--- src/rtl/mnist_pkg.sv ---
// rtl/mnist_pkg.sv - shared classifier constants, score vector type and argmax helpers
package mnist_pkg;

   localparam int NUM_CLASSES = 10;
   localparam int SCORE_W     = 8;
   localparam int DIGIT_W     = 4;
   localparam int ARGMAX_LAT  = 4;

   // One score per class; element k is the score of class k
   typedef logic [0:NUM_CLASSES-1][SCORE_W-1:0] score_vec_t;

   // Candidate carried through the argmax tree: best score so far and its class
   typedef struct packed {
      logic [SCORE_W-1:0] val;
      logic [DIGIT_W-1:0] idx;
   } cand_t;

   // Callers always pass the lower-index candidate as a, so ties keep a
   function automatic cand_t pick_max(input cand_t a, input cand_t b);
      return (b.val > a.val) ? b : a;
   endfunction

   // Width of a requester index; a single requester still needs one bit
   function automatic int src_width(input int n);
      return (n > 1) ? $clog2(n) : 1;
   endfunction

endpackage

--- src/rtl/argmax_scheduler_if.sv ---
// rtl/argmax_scheduler_if.sv - requester and result bundle of the shared argmax scheduler
interface argmax_scheduler_if
   import mnist_pkg::*;
#(
   parameter int N_REQ = 2
) ();

   localparam int SRC_W = src_width(N_REQ);

   logic [N_REQ-1:0]       req_valid;
   logic [N_REQ-1:0]       req_ready;
   score_vec_t [N_REQ-1:0] req_score;
   logic                   res_valid;
   logic                   res_ready;
   logic [DIGIT_W-1:0]     res_digit;
   logic [SRC_W-1:0]       res_src;
   logic [15:0]            frame_count;
   logic                   busy;

   // Scheduler side
   modport slave (
      input  req_valid, req_score, res_ready,
      output req_ready, res_valid, res_digit, res_src, frame_count, busy
   );

   // Producer / consumer side
   modport master (
      output req_valid, req_score, res_ready,
      input  req_ready, res_valid, res_digit, res_src, frame_count, busy
   );

endinterface

--- src/rtl/max_value_index.sv ---
// rtl/max_value_index.sv - four-stage argmax over ten 8-bit scores, ties to the lower class
module max_value_index
   import mnist_pkg::*;
(
   input  logic               clk,
   input  score_vec_t         score,
   output logic [DIGIT_W-1:0] digit
);

   cand_t              s1_d [5];
   cand_t              s1_q [5];
   cand_t              s2_d [3];
   cand_t              s2_q [3];
   cand_t              s3_d [2];
   cand_t              s3_q [2];
   logic [DIGIT_W-1:0] digit_d;
   logic [DIGIT_W-1:0] digit_q;

   // Reduction tree 10 -> 5 -> 3 -> 2 -> 1; left operand always holds the lower classes
   always_comb begin
      for (int k = 0; k < 5; k++) begin
         s1_d[k] = pick_max(cand_t'{val: score[2*k],   idx: DIGIT_W'(2*k)},
                            cand_t'{val: score[2*k+1], idx: DIGIT_W'(2*k+1)});
      end
      s2_d[0] = pick_max(s1_q[0], s1_q[1]);
      s2_d[1] = pick_max(s1_q[2], s1_q[3]);
      s2_d[2] = s1_q[4];
      s3_d[0] = pick_max(s2_q[0], s2_q[1]);
      s3_d[1] = s2_q[2];
      digit_d = pick_max(s3_q[0], s3_q[1]).idx;
   end

   // Data-only pipeline registers; validity is tracked by the caller, so no reset
   always_ff @(posedge clk) begin
      s1_q    <= s1_d;
      s2_q    <= s2_d;
      s3_q    <= s3_d;
      digit_q <= digit_d;
   end

   assign digit = digit_q;

endmodule

--- src/rtl/argmax_scheduler.sv ---
// rtl/argmax_scheduler.sv - round-robin, credit-gated sharing of one argmax pipeline with a result FIFO
module argmax_scheduler
   import mnist_pkg::*;
#(
   parameter int N_REQ      = 2,
   parameter int FIFO_DEPTH = 8,
   parameter int LAT        = ARGMAX_LAT
) (
   input logic               clk,
   input logic               rst_n,
   argmax_scheduler_if.slave bus
);

   localparam int SRC_W = src_width(N_REQ);
   localparam int PTR_W = $clog2(FIFO_DEPTH);
   localparam int CNT_W = PTR_W + 1;

   // Arbiter / launch
   logic [SRC_W-1:0]   last_d, last_q;
   logic [SRC_W-1:0]   grant_idx;
   logic               grant_found;
   logic               credit_ok;
   logic               launch_ok;
   logic               handshake;
   int                 inflight;
   score_vec_t         pipe_in;
   logic [DIGIT_W-1:0] pipe_digit;

   // Tag shift register
   logic [LAT-1:0]     tag_v_d, tag_v_q;
   logic [SRC_W-1:0]   tag_src_d [LAT];
   logic [SRC_W-1:0]   tag_src_q [LAT];

   // Result FIFO
   logic [DIGIT_W-1:0] mem_digit_d [FIFO_DEPTH];
   logic [DIGIT_W-1:0] mem_digit_q [FIFO_DEPTH];
   logic [SRC_W-1:0]   mem_src_d   [FIFO_DEPTH];
   logic [SRC_W-1:0]   mem_src_q   [FIFO_DEPTH];
   logic [PTR_W-1:0]   wr_ptr_d, wr_ptr_q;
   logic [PTR_W-1:0]   rd_ptr_d, rd_ptr_q;
   logic [CNT_W-1:0]   occ_d, occ_q;
   logic [15:0]        frame_count_d, frame_count_q;
   logic               push;
   logic               pop;
   logic               res_valid;

   // Credit: results already owed (in flight) plus results held must leave a free slot
   always_comb begin
      inflight = 0;
      for (int s = 0; s < LAT; s++) begin
         inflight = inflight + int'(tag_v_q[s]);
      end
      credit_ok = (inflight + int'(occ_q)) < FIFO_DEPTH;
   end

   // Round-robin search starting one past the last granted requester
   always_comb begin
      grant_found = 1'b0;
      grant_idx   = '0;
      for (int k = 1; k <= N_REQ; k++) begin
         if (!grant_found && bus.req_valid[(int'(last_q) + k) % N_REQ]) begin
            grant_found = 1'b1;
            grant_idx   = SRC_W'((int'(last_q) + k) % N_REQ);
         end
      end
   end

   // Held in reset, the grant is suppressed so req_ready reads 0 immediately
   assign launch_ok     = rst_n & credit_ok & grant_found;
   assign bus.req_ready = launch_ok ? (N_REQ'(1) << grant_idx) : '0;
   assign handshake     = |(bus.req_valid & bus.req_ready);
   assign pipe_in       = handshake ? bus.req_score[grant_idx] : '0;

   max_value_index u_argmax (
      .clk   (clk),
      .score (pipe_in),
      .digit (pipe_digit)
   );

   // Next state of arbiter pointer and tag shift register
   always_comb begin
      last_d       = handshake ? grant_idx : last_q;
      tag_v_d[0]   = handshake;
      tag_src_d[0] = grant_idx;
      for (int s = 1; s < LAT; s++) begin
         tag_v_d[s]   = tag_v_q[s-1];
         tag_src_d[s] = tag_src_q[s-1];
      end
   end

   assign push      = tag_v_q[LAT-1];
   assign res_valid = (occ_q != '0);
   assign pop       = res_valid & bus.res_ready;

   // FIFO pointers, occupancy, storage and pop counter
   always_comb begin
      wr_ptr_d      = wr_ptr_q;
      rd_ptr_d      = rd_ptr_q;
      occ_d         = occ_q;
      frame_count_d = frame_count_q;
      mem_digit_d   = mem_digit_q;
      mem_src_d     = mem_src_q;
      if (push) begin
         mem_digit_d[wr_ptr_q] = pipe_digit;
         mem_src_d[wr_ptr_q]   = tag_src_q[LAT-1];
         wr_ptr_d              = wr_ptr_q + 1'b1;
      end
      if (pop) begin
         rd_ptr_d      = rd_ptr_q + 1'b1;
         frame_count_d = frame_count_q + 16'd1;
      end
      case ({push, pop})
         2'b10:   occ_d = occ_q + 1'b1;
         2'b01:   occ_d = occ_q - 1'b1;
         default: occ_d = occ_q;
      endcase
   end

   // Control state; everything that decides validity is cleared asynchronously
   always_ff @(posedge clk or negedge rst_n) begin
      if (!rst_n) begin
         last_q        <= SRC_W'(N_REQ - 1);
         tag_v_q       <= '0;
         for (int s = 0; s < LAT; s++) begin
            tag_src_q[s] <= '0;
         end
         wr_ptr_q      <= '0;
         rd_ptr_q      <= '0;
         occ_q         <= '0;
         frame_count_q <= '0;
      end else begin
         last_q        <= last_d;
         tag_v_q       <= tag_v_d;
         tag_src_q     <= tag_src_d;
         wr_ptr_q      <= wr_ptr_d;
         rd_ptr_q      <= rd_ptr_d;
         occ_q         <= occ_d;
         frame_count_q <= frame_count_d;
      end
   end

   // FIFO storage; contents only matter where occupancy says so
   always_ff @(posedge clk) begin
      mem_digit_q <= mem_digit_d;
      mem_src_q   <= mem_src_d;
   end

   // Head is forced to zero when empty so outputs have defined reset values
   assign bus.res_valid   = res_valid;
   assign bus.res_digit   = res_valid ? mem_digit_q[rd_ptr_q] : '0;
   assign bus.res_src     = res_valid ? mem_src_q[rd_ptr_q] : '0;
   assign bus.frame_count = frame_count_q;
   assign bus.busy        = (|tag_v_q) | res_valid;

endmodule
--- src/flat_wrapper.sv ---
// flat-port wrapper written by rule: the top's interface ports become plain ports
module argmax_scheduler_flat import mnist_pkg::*;
#(
   parameter int N_REQ      = 2,
   parameter int FIFO_DEPTH = 8,
   parameter int LAT        = ARGMAX_LAT
)
  (clk, rst_n, bus_req_valid, bus_req_score, bus_res_ready, bus_req_ready, bus_res_valid, bus_res_digit, bus_res_src, bus_frame_count, bus_busy);
  argmax_scheduler_if #(.N_REQ(N_REQ)) bus_i ();
  input logic clk;
  input logic rst_n;
  input wire logic [$bits(bus_i.req_valid)-1:0] bus_req_valid;
  input wire logic [$bits(bus_i.req_score)-1:0] bus_req_score;
  input wire logic [$bits(bus_i.res_ready)-1:0] bus_res_ready;
  output wire logic [$bits(bus_i.req_ready)-1:0] bus_req_ready;
  output wire logic [$bits(bus_i.res_valid)-1:0] bus_res_valid;
  output wire logic [$bits(bus_i.res_digit)-1:0] bus_res_digit;
  output wire logic [$bits(bus_i.res_src)-1:0] bus_res_src;
  output wire logic [$bits(bus_i.frame_count)-1:0] bus_frame_count;
  output wire logic [$bits(bus_i.busy)-1:0] bus_busy;
  assign bus_i.req_valid = bus_req_valid;
  assign bus_i.req_score = bus_req_score;
  assign bus_i.res_ready = bus_res_ready;
  assign bus_req_ready = bus_i.req_ready;
  assign bus_res_valid = bus_i.res_valid;
  assign bus_res_digit = bus_i.res_digit;
  assign bus_res_src = bus_i.res_src;
  assign bus_frame_count = bus_i.frame_count;
  assign bus_busy = bus_i.busy;
  argmax_scheduler #(.N_REQ(N_REQ), .FIFO_DEPTH(FIFO_DEPTH), .LAT(LAT)) u_core (.clk(clk), .rst_n(rst_n), .bus(bus_i));
endmodule
--- config.mk ---
export PLATFORM = sky130hd
export DESIGN_NAME = argmax_scheduler_flat
export DESIGN_NICKNAME = d
export VERILOG_FILES = /design/src/rtl/mnist_pkg.sv /design/src/rtl/argmax_scheduler_if.sv /design/src/rtl/max_value_index.sv /design/src/rtl/argmax_scheduler.sv /design/src/flat_wrapper.sv
export SDC_FILE = /design/constraint.sdc
export NUM_CORES = 1
export LEC_CHECK = 0
export CORE_MARGIN = 1
export CORE_UTILIZATION = 45
export DETAILED_ROUTE_END_ITERATION = 16
export DONT_BUFFER_PORTS = 1
export SYNTH_ARGS = -nofsm -noshare
export SYNTH_HDL_FRONTEND = slang
export SYNTH_SLANG_ARGS = --single-unit
--- constraint.sdc ---
create_clock -name clk -period 5.47 [get_ports clk]
set_clock_uncertainty 0.15 [all_clocks]
set_input_delay 0.547 -clock clk [delete_from_list [all_inputs] [get_ports clk]]
set_output_delay 0.547 -clock clk [all_outputs]
set_load 0.02 [all_outputs]
==> impl_metrics.ini, run 1 <==
[clock_network]
h-tree-depth = 4
insertion_delay_ps = 420
cts_root_buf = clkbuf_16
clk_pin_slew_ps = 70
numCtsBuffers = 17
clock_path_buffers = 2
cts.sinks = 173
tritoncts = built

[yosys]
synth_edf_count = 40
avgSynthCellArea_um2 = 11.4
ys.flop_type = dfxtp_1
synth_top_area_share_pct = 21.0
yosysMostFrequentCell = dfxtp_1
syn-cell-area_um2 = 9330
yosys_warnings = 0
synth-seq-area-share_pct = 43.3
ys_top_cells_by_count = dfxtp_1, ha_1, mux2_2
synth_cell_types = 48
synth_seq_cells = 173
yosys.area.top_type = dfxtp_1
synth_nets = 1065
synth_async_sr_flop_share_pct = 20.2
synth_area_leaders = dfxtp_1, edfxtp_1, ha_1, dfrtp_1, mux2_2
synthCells = 815

[setup_path]
critPathCaptureType = flip-flop
crit_path_max_incr_delay_ps = 560
cp_cell_sequence = inv_1 > ha_1 > inv_1 > fa_1 > inv_1 > ha_1 > nand2_1 > nor2_1 > o21ai_1 > o2111ai_4 > inv_2 > nand2_1 > ha_1 > nor2b_1 > o211ai_1 > a211oi_2 > or2_1 > a211oi_2
cp_slowest_cell = inv_2
crit_arrival_ps = 4620
start_kind = flip-flop
required_ps = 5610
critical_path.max_fanout = 43
crit_buf_inv = 4
cp_top_family = adder cells
worst-setup-path-type = reg -> reg

[floorplan]
fp.dieH_um = 146
start_util_pct = 46.0
rows = 52
io_pins = 190
dieArea_um2 = 21300
die_w_um = 146
core_area_um2 = 20300

[timing]
period_share_pct = 81.9
fin_tns_setup_ps = 0
finalSetupViolations = 0
tightest_slew_ps = 1030
rsz0062_at_grt = no
maxSlewViolCount = 0
fin_crit_ps = 4480
hold_viol_final = 0
slew_headroom_pct = 31.3
clock.fmax_ghz = 0.223

[power]
powerDensity_nw_per_um2 = 576
peakVddDrop_mv = 0.207
leakagePower_nw = 4.01

[job]
cap_viol_max_count = 0

[place]
dpl_cell_area_um2 = 9490
finalWeightedCongestion = 0.835
io_buffers = 0
post-dp-hpwl_mm = 13.2

[cells_and_area]
drive_gt1_share_pct = 22.0
nFillCells = 1818
diodes = 0
area_delta_synth_final_pct = 8.22
fin_nets = 1058
final_area_um2 = 10100

[route]
drtIter0Drc = 233
drc_errors = 0
wl_per_cell_um = 15.9
num_vias = 5880
antenna_left = 0
dr.pass1.iters = 5
vias_per_cell = 5.39
routed_wl_mm = 17.3

[run_status]
status = complete, no violations

[global_routing]
antenna_found_initial = 0
grtUsageTotal_pct = 16.6
grt_max_degree = 82
grt_pass1_vias = 6015
grt_pass1_wl_mm = 28.5
grt_overflow = 0

[min_path]
hold_path.class = reg -> reg
[per-stage QoR]
| stage | hold WS [ps] | util (%) | setup WS [ps] | instances | power [mW] |
|---|---|---|---|---|---|
| floorplan | 101 | - | 1670 | 815 | 4.28 |
| global placement | 102 | 46.7 | 1200 | 1057 | 4.58 |
| detailed placement | 102 | 46.7 | 983 | 1057 | 4.69 |
| CTS | 180 | 49.7 | 971 | 1091 | 5.88 |
| global route | 183 | 49.7 | 595 | 1091 | 6.25 |
| finish | 174 | 49.7 | 988 | 1091 | 5.82 |
[area by class of cell]
class                      instances  area (um2)  share of cell area, %
clock buffer                      20         468                   4.64
clock inverter                    12         110                   1.09
inverter                          46         173                   1.71
multi-input combinational        564        4880                   48.4
sequential                       173        4040                   40.0
tap                              270         338                   3.35
timing repair buffer               6        85.1                  0.843
[cells by family after synthesis]
family	after synthesis	share of synthesized area, %
compound gates	106	10.5
xor+xnor	23	2.16
fa+ha+maj	85	11.6
buf+inv	78	4.56
flops	173	43.3
mux	128	16.2
simple gates	222	11.8
[cells in the final DEF (no fill, tap or decap), types with 3 or more instances in the layout]
| cell | netlist | final |
|---|---|---|
| nor3_1 | 37 | 37 |
| nand4_1 | 15 | 15 |
| nand2b_1 | 9 | 9 |
| mux4_2 | 10 | 10 |
| ha_1 | 83 | 83 |
| xnor2_1 | 14 | 14 |
| nor2b_1 | 9 | 9 |
| inv_6 | 0 | 4 |
| inv_4 | 0 | 3 |
| nor2_2 | 6 | 6 |
| inv_1 | 45 | 45 |
| o211ai_1 | 9 | 9 |
| nand2_1 | 52 | 52 |
| o21ai_0 | 6 | 6 |
| and2_1 | 3 | 3 |
| nor3b_1 | 5 | 5 |
| a21o_1 | 6 | 6 |
| a21oi_2 | 5 | 5 |
| buf_12 | 1 | 3 |
| a211oi_2 | 45 | 45 |
| nand3_1 | 12 | 12 |
| mux2i_1 | 50 | 50 |
| or2_1 | 5 | 5 |
| dfxtp_1 | 98 | 98 |
| mux2_2 | 64 | 64 |
| xor2_1 | 9 | 9 |
| edfxtp_1 | 40 | 40 |
| dfrtp_1 | 34 | 34 |
| clkbuf_16 | 0 | 18 |
| mux2_4 | 4 | 4 |
| nand4_2 | 4 | 4 |
| a21oi_1 | 27 | 27 |
| nor2_1 | 60 | 60 |
[repair_timing]
item / 4_1_cts / 5_1_grt
resized for setup: 0 / 0
hold buffers: 2 / 0
buffers inserted: 0 / 0
hold endpoints to repair: 35 / 0
[state kept, by name (all words and copies together), names as in the netlist, 3 cells and up]
signal                  cells
u_core.bus.frame_count     16
u_core.mem_digit_q         32
u_core.mem_src_q            8
u_core.occ_q                4
u_core.rd_ptr_q             3
u_core.tag_src_d            3
u_core.tag_v_q              4
u_core.u_argmax.digit       4
u_core.u_argmax.s1_q       45
u_core.u_argmax.s2_q       29
u_core.u_argmax.s3_q       20
u_core.wr_ptr_q             3
[where the power goes]
part,switching (mW),internal (mW)
clock network,0.504,0.655
registers,0.316,1.73
logic,1.48,1.13
[per-layer routing]
metal,share of wire [%],global-route usage (%),vias up
met4,1.5,6.67,0
li1,-,-,2936
met1,44,18.8,2765
met3,4.3,3.51,18
met2,51,30.3,161
met5,0,0,-
[path summary, 6_finish.rpt]
path,start,cells past startpoint,slack [ps],to
max in group asynchronous,rst_n,2,4490,u_core.last_q
min in group asynchronous,rst_n,2,430,u_core.bus.frame_count[14]
worst max register to register,u_core.tag_v_q[0],18,990,u_core.u_argmax.s1_q[59]
worst min register to register,u_core.u_argmax.s1_q[11],0,170,u_core.u_argmax.s2_q[11]
worst max-delay path,u_core.tag_v_q[0],18,990,u_core.u_argmax.s1_q[59]
worst min-delay path,u_core.u_argmax.s1_q[11],0,170,u_core.u_argmax.s2_q[11]
Note: power is estimated with default switching activity, not from simulation.
==> run 2: changes to the inputs <==
==> constraint.sdc (replaced) <==
create_clock -name clk -period 4.45 [get_ports clk]
set_clock_uncertainty 0.15 [all_clocks]
set_input_delay 0.445 -clock clk [delete_from_list [all_inputs] [get_ports clk]]
set_output_delay 0.445 -clock clk [all_outputs]
set_load 0.02 [all_outputs]
==> run 2 against run 1 <==
Non-clock buffer count is 3 higher. Sequential power is 22% higher. Total power is 22% higher. Wire length is 1.7% lower.
==> impl_metrics.ini, run 2 (synthesis gave the netlist of run 1 again) <==
[run_status]
status = complete, no violations

[route]
num_vias = 5912
routed_wl_mm = 17.1
drc_errors = 0
drtIter0Drc = 202
vias_per_cell = 5.40
wl_per_cell_um = 15.6
antenna_left = 0
dr.pass1.iters = 4

[cells_and_area]
largest_reg_flops = 45
drive_gt1_share_pct = 22.1
largest_register = u_core.u_argmax.s1_q
final_area_um2 = 10100
final_cell_mix = dfxtp_1, ha_1, mux2_2, nor2_1, nand2_1
area_delta_synth_final_pct = 8.36
diodes = 0
fin_nets = 1061
top_regs = u_core.u_argmax.s1_q: 45 flops, u_core.mem_digit_q: 32 flops, u_core.u_argmax.s2_q: 29 flops
final_common_cell = dfxtp_1

[place]
post-dp-hpwl_mm = 13.0
dpl_cell_area_um2 = 9520
io_buffers = 0
finalWeightedCongestion = 0.834

[global_routing]
use_met3_pct = 3.48
grt_use_met2_pct = 29.5
grt.busiest_layer = met2
grt_pass1_vias = 5973
grt_pass1_wl_mm = 28.0
grt_overflow = 0
grt_max_degree = 85
grtUsageTotal_pct = 16.5
grtUsageMet1_pct = 18.9
antenna_found_initial = 0

[timing]
fin_crit_ps = 4180
fin_tns_setup_ps = 0
hold_viol_final = 0
slew_headroom_pct = 26.1
rsz0062_at_grt = no
hold_ws_ps = 79.8
period_share_pct = 93.9
finalSetupViolations = 0
tightest_slew_ps = 1110
maxSlewViolCount = 0
clock.fmax_ghz = 0.239

[setup_path]
start_kind = flip-flop
crit_arrival_ps = 4310
required_ps = 4590
cp_cell_sequence = inv_1 > ha_1 > inv_1 > fa_1 > inv_1 > ha_1 > nand2_1 > nor2_1 > o21ai_1 > o2111ai_4 > buf_12 > nor2_1 > ha_1 > nand4_1 > nor2_2 > a211oi_2 > or2_1 > a211oi_2
critPathCaptureType = flip-flop
cp_slowest_cell = or2_1
worst-setup-path-type = reg -> reg
crit_path_max_incr_delay_ps = 470
critical_path.max_fanout = 81

[clock_network]
insertion_delay_ps = 420
cts_root_buf = clkbuf_16
cts.sinks = 173
clock_path_buffers = 2
h-tree-depth = 4
numCtsBuffers = 17
tritoncts = built
clk_pin_slew_ps = 60

[min_path]
hold_path.class = in -> reg

[floorplan]
fp.dieH_um = 146
core_area_um2 = 20300
die_w_um = 146
rows = 52
dieArea_um2 = 21300
start_util_pct = 46.0
io_pins = 190

[power]
powerDensity_nw_per_um2 = 705
switching_share_pct = 39.0
pwr-share-seq_pct = 35.2
combinationalPowerShare_pct = 45.6
p_int_mw = 4.35
peakVddDrop_mv = 0.272
leakagePower_nw = 4.02
p_switching_mw = 2.78
clkPwrFrac_pct = 19.2

[job]
cap_viol_max_count = 0
[run 2: cell types whose count changed in the layout (fill, tap and decap cells not counted)]
cell / before / now
clkinv_2: 0 / 4
buf_4: 2 / 4
clkbuf_1: 1 / 3
clkbuf_8: 1 / 3
inv_4: 3 / 1
inv_6: 4 / 2
inv_8: 2 / 0
buf_12: 3 / 4
bufinv_8: 1 / 0
clkinvlp_4: 1 / 0
[run 2: power groups by stage]
stage / clock (mW) / sequential [mW] / combinational (mW)
2_1_floorplan: 0 / 2.38 / 2.89
3_3_place_gp: 0 / 2.54 / 3.15
3_5_place_dp: 0 / 2.55 / 3.28
4_1_cts: 1.40 / 2.52 / 3.30
5_1_grt: 1.47 / 2.58 / 3.64
6_report: 1.37 / 2.51 / 3.25
[run 2: final cells by class]
type | count | area, um2
clock buffers | 24 | 503
multi-input cells | 564 | 4880
inverters | 46 | 173
well taps | 270 | 338
fillers | 1819 | 10200
repair buffers | 9 | 120
clock inverters | 8 | 52.6
flip-flops and latches | 173 | 4040
[run 2: what timing repair did]
| item | CTS | global route |
|---|---|---|
| hold buffers | 2 | 0 |
| setup buffers | 0 | 0 |
| gates resized for setup | 0 | 0 |
| endpoints found under the hold margin | 35 | 0 |
[run 2: per-stage QoR]
step                instances  total power, mW  utilization (%)  setup WS (ps)
floorplan                 815             5.27                -            651
global placement         1060             5.68             46.9            492
detailed placement       1060             5.83             46.9            297
CTS                      1094             7.22             49.8            297
global route             1094             7.69             49.8           5.32
finish                   1094             7.12             49.8            270
[run 2: final timing paths]
path | slack (ps) | from | endpoint | cells after the start
hold / removal | 80 | rst_n | u_core.tag_v_q[0] | 2
min in group asynchronous | 330 | rst_n | u_core.rd_ptr_q[2] | 2
hold reg to reg | 170 | u_core.u_argmax.s2_q[11] | u_core.u_argmax.s3_q[11] | 0
setup / recovery | 270 | u_core.tag_v_q[1] | u_core.u_argmax.s1_q[9] | 18
max in group asynchronous | 3580 | rst_n | u_core.last_q | 2
setup reg to reg | 270 | u_core.tag_v_q[1] | u_core.u_argmax.s1_q[9] | 18
[run 2: critical path: cells and delay by family (launching register included)]
kind            cells  cell delay [ps]
buf+inv             4              400
simple gates        6             1010
compound gates      4              950
fa+ha+maj           4             1110
flops               1              360
[run 2: routing by layer]
metal | wire length (um) | vias to the layer above
met5 | 0 | -
met3 | 747 | 29
met2 | 8650 | 164
met1 | 7270 | 2789
met4 | 390 | 0
li1 | - | 2930
==> run 3: changes to the inputs <==
--- a/config.mk
+++ b/config.mk
@@ -5,6 +5,8 @@
 export SDC_FILE = /design/constraint.sdc
 export NUM_CORES = 1
 export LEC_CHECK = 0
+export ABC_AREA = 1
+export CORE_ASPECT_RATIO = 1.5
 export CORE_MARGIN = 1
 export CORE_UTILIZATION = 45
 export DETAILED_ROUTE_END_ITERATION = 16
==> run 3 against run 2 <==
Design area is 6.1% higher. Worst setup slack better by 410 ps. Critical path type unchanged. Largest cell class unchanged. Fmax is 11% higher. Highest routed layer unchanged. Non-clock buffer count is 2 lower. Critical path depth is 2 higher. Sequential power hardly changed. Core utilization is 0.24 points lower. Combinational power is 1% higher.
==> impl_metrics.ini, run 3 <==
[yosys]
synthCells = 1388
synth_area_leaders = dfxtp_1, nand2_1, edfxtp_1, ha_1, dfrtp_1
synth_cell_types = 32
yosys.area_share.xor_xnor_pct = 1.23
synthSimpleGateAreaFrac_pct = 32.4
synth_async_sr_flop_share_pct = 20.2
synth_top_area_share_pct = 19.7
yosys.area.top_type = dfxtp_1
yosys_warnings = 0
synth_compound_area_share_pct = 4.41
synth_edf_count = 40
synth_fa_ha_area_share_pct = 10.8
synth-seq-area-share_pct = 40.6
avgSynthCellArea_um2 = 7.16
yosysMostFrequentCell = nand2_1
synth_mux_area_share_pct = 0
synth_nets = 1638
ys.flop_type = dfxtp_1
ys_top_cells_by_count = nand2_1, inv_1, nor2_1
synth_top_family_by_area = simple AND/OR/NAND/NOR gates
synth_seq_cells = 173
syn-cell-area_um2 = 9940

[floorplan]
start_util_pct = 45.9
core_area_um2 = 21600
rows = 66
io_pins = 190
fp.dieH_um = 184
die_w_um = 123
dieArea_um2 = 22700

[timing]
maxSlewViolCount = 0
fin_crit_ps = 3770
hold_viol_final = 0
tightest_slew_ps = 781
period_share_pct = 84.6
rsz0062_at_grt = no
clock.fmax_ghz = 0.266
finalSetupViolations = 0
fin_tns_setup_ps = 0
slew_headroom_pct = 47.9

[setup_path]
worst-setup-path-type = reg -> reg
critical_path.max_fanout = 31
start_kind = flip-flop
crit_arrival_ps = 3980
critPathCaptureType = flip-flop
required_ps = 4660

[route]
routed_wl_mm = 20.6
antenna_left = 0
drtIter0Drc = 344
num_vias = 8030
drc_errors = 0
vias_per_cell = 4.83
wl_per_cell_um = 12.4
dr.pass1.iters = 6

[power]
powerDensity_nw_per_um2 = 674
peakVddDrop_mv = 0.287
leakagePower_nw = 5.55

[place]
finalWeightedCongestion = 0.849
dpl_cell_area_um2 = 10100
post-dp-hpwl_mm = 16.2
io_buffers = 0

[clock_network]
h-tree-depth = 4
tritoncts = built
cts_setup_buffers = 0
clk_pin_slew_ps = 70
holdBufCountCts = 2
insertion_delay_ps = 420
numCtsBuffers = 17
clock_path_buffers = 2
cts_root_buf = clkbuf_16
cts_resized = 0
cts.sinks = 173

[cells_and_area]
largest_register = u_core.u_argmax.s1_q
drive_gt1_share_pct = 5.62
final_cell_mix = nand2_1, inv_1, nor2_1, nand3_1, dfxtp_1
top_regs = u_core.u_argmax.s1_q: 45 flops, u_core.mem_digit_q: 32 flops, u_core.u_argmax.s2_q: 29 flops
fin_nets = 1626
area_delta_synth_final_pct = 7.85
final_area_um2 = 10700
final_common_cell = nand2_1
largest_reg_flops = 45
diodes = 0

[min_path]
hold_path.class = in -> reg

[global_routing]
grt_overflow = 0
grt_pass1_vias = 7342
antenna_found_initial = 0
grtUsageTotal_pct = 18.7
grt_max_degree = 87
grt_pass1_wl_mm = 33.3

[job]
cap_viol_max_count = 0

[run_status]
status = complete, no violations
==> run 3: worst paths after layout <==
path	slack, ps	depth (start not counted)	endpoint	from
min in group asynchronous	320	2	u_core.bus.frame_count[15]	rst_n
hold / removal	150	2	u_core.rd_ptr_q[0]	bus_res_ready
setup / recovery	680	20	u_core.u_argmax.s1_q[17]	u_core.tag_v_q[0]
max in group asynchronous	3570	2	u_core.last_q	rst_n
setup reg to reg	680	20	u_core.u_argmax.s1_q[17]	u_core.tag_v_q[0]
hold reg to reg	170	0	u_core.u_argmax.s2_q[4]	u_core.u_argmax.s1_q[4]
==> run 3: final cells by class <==
class | count | area, um2
Fill cell | 2171 | 10900
Inverter | 216 | 811
Multi-Input combinational cell | 961 | 4870
Clock inverter | 15 | 146
Timing Repair Buffer | 7 | 92.6
Sequential cell | 173 | 4040
Tap cell | 272 | 340
Clock buffer | 17 | 425
==> run 3: cell families after synthesis <==
logic type,after synthesis
flops,173
compound gates,75
simple gates,787
buf+inv,254
xor+xnor,14
fa+ha+maj,85
==> run 3: metrics by stage <==
stage	power, mW	util (%)	cells	worst slack [ps]	hold slack (ps)
after global placement	5.82	46.8	1627	720	0.0923
after floorplan	5.12	-	1388	1170	-0.591
after CTS	7.32	49.6	1661	684	129
after global routing	7.96	49.6	1661	291	144
after detailed placement	5.88	46.8	1627	695	0.160
final	7.23	49.6	1661	684	145
==> run 3: routing by layer <==
metal | vias to the layer above | global-route usage [%] | part of all wire (%)
met4 | 0 | 7.37 | 2.4
met5 | - | 0 | 0
li1 | 4267 | - | -
met1 | 3534 | 20.1 | 40
met2 | 201 | 35.1 | 53
met3 | 28 | 3.63 | 4.0
==> run 3: worst max-delay path, stage by stage, from the launching register on <==
cell	delay, ps
dfrtp_1	370
inv_1	50
ha_1	260
inv_1	40
fa_1	350
inv_1	60
ha_1	210
nand3_1	80
nand2_1	50
nand2_1	90
nand2_4	200
buf_12	250
nor2_1	150
inv_1	60
ha_1	290
nand2_1	70
nor2_1	130
nand4_1	310
nand2_1	360
nand2_1	80
nand2_1	80
==> run 3: power breakdown <==
group / leakage [nW] / internal, mW / total, mW / switching, mW
Clock: 0.276 / 0.746 / 1.41 / 0.669
Sequential: 1.62 / 2.15 / 2.53 / 0.379
Combinational: 3.66 / 1.04 / 3.29 / 2.24
Total: 5.55 / 3.94 / 7.23 / 3.29
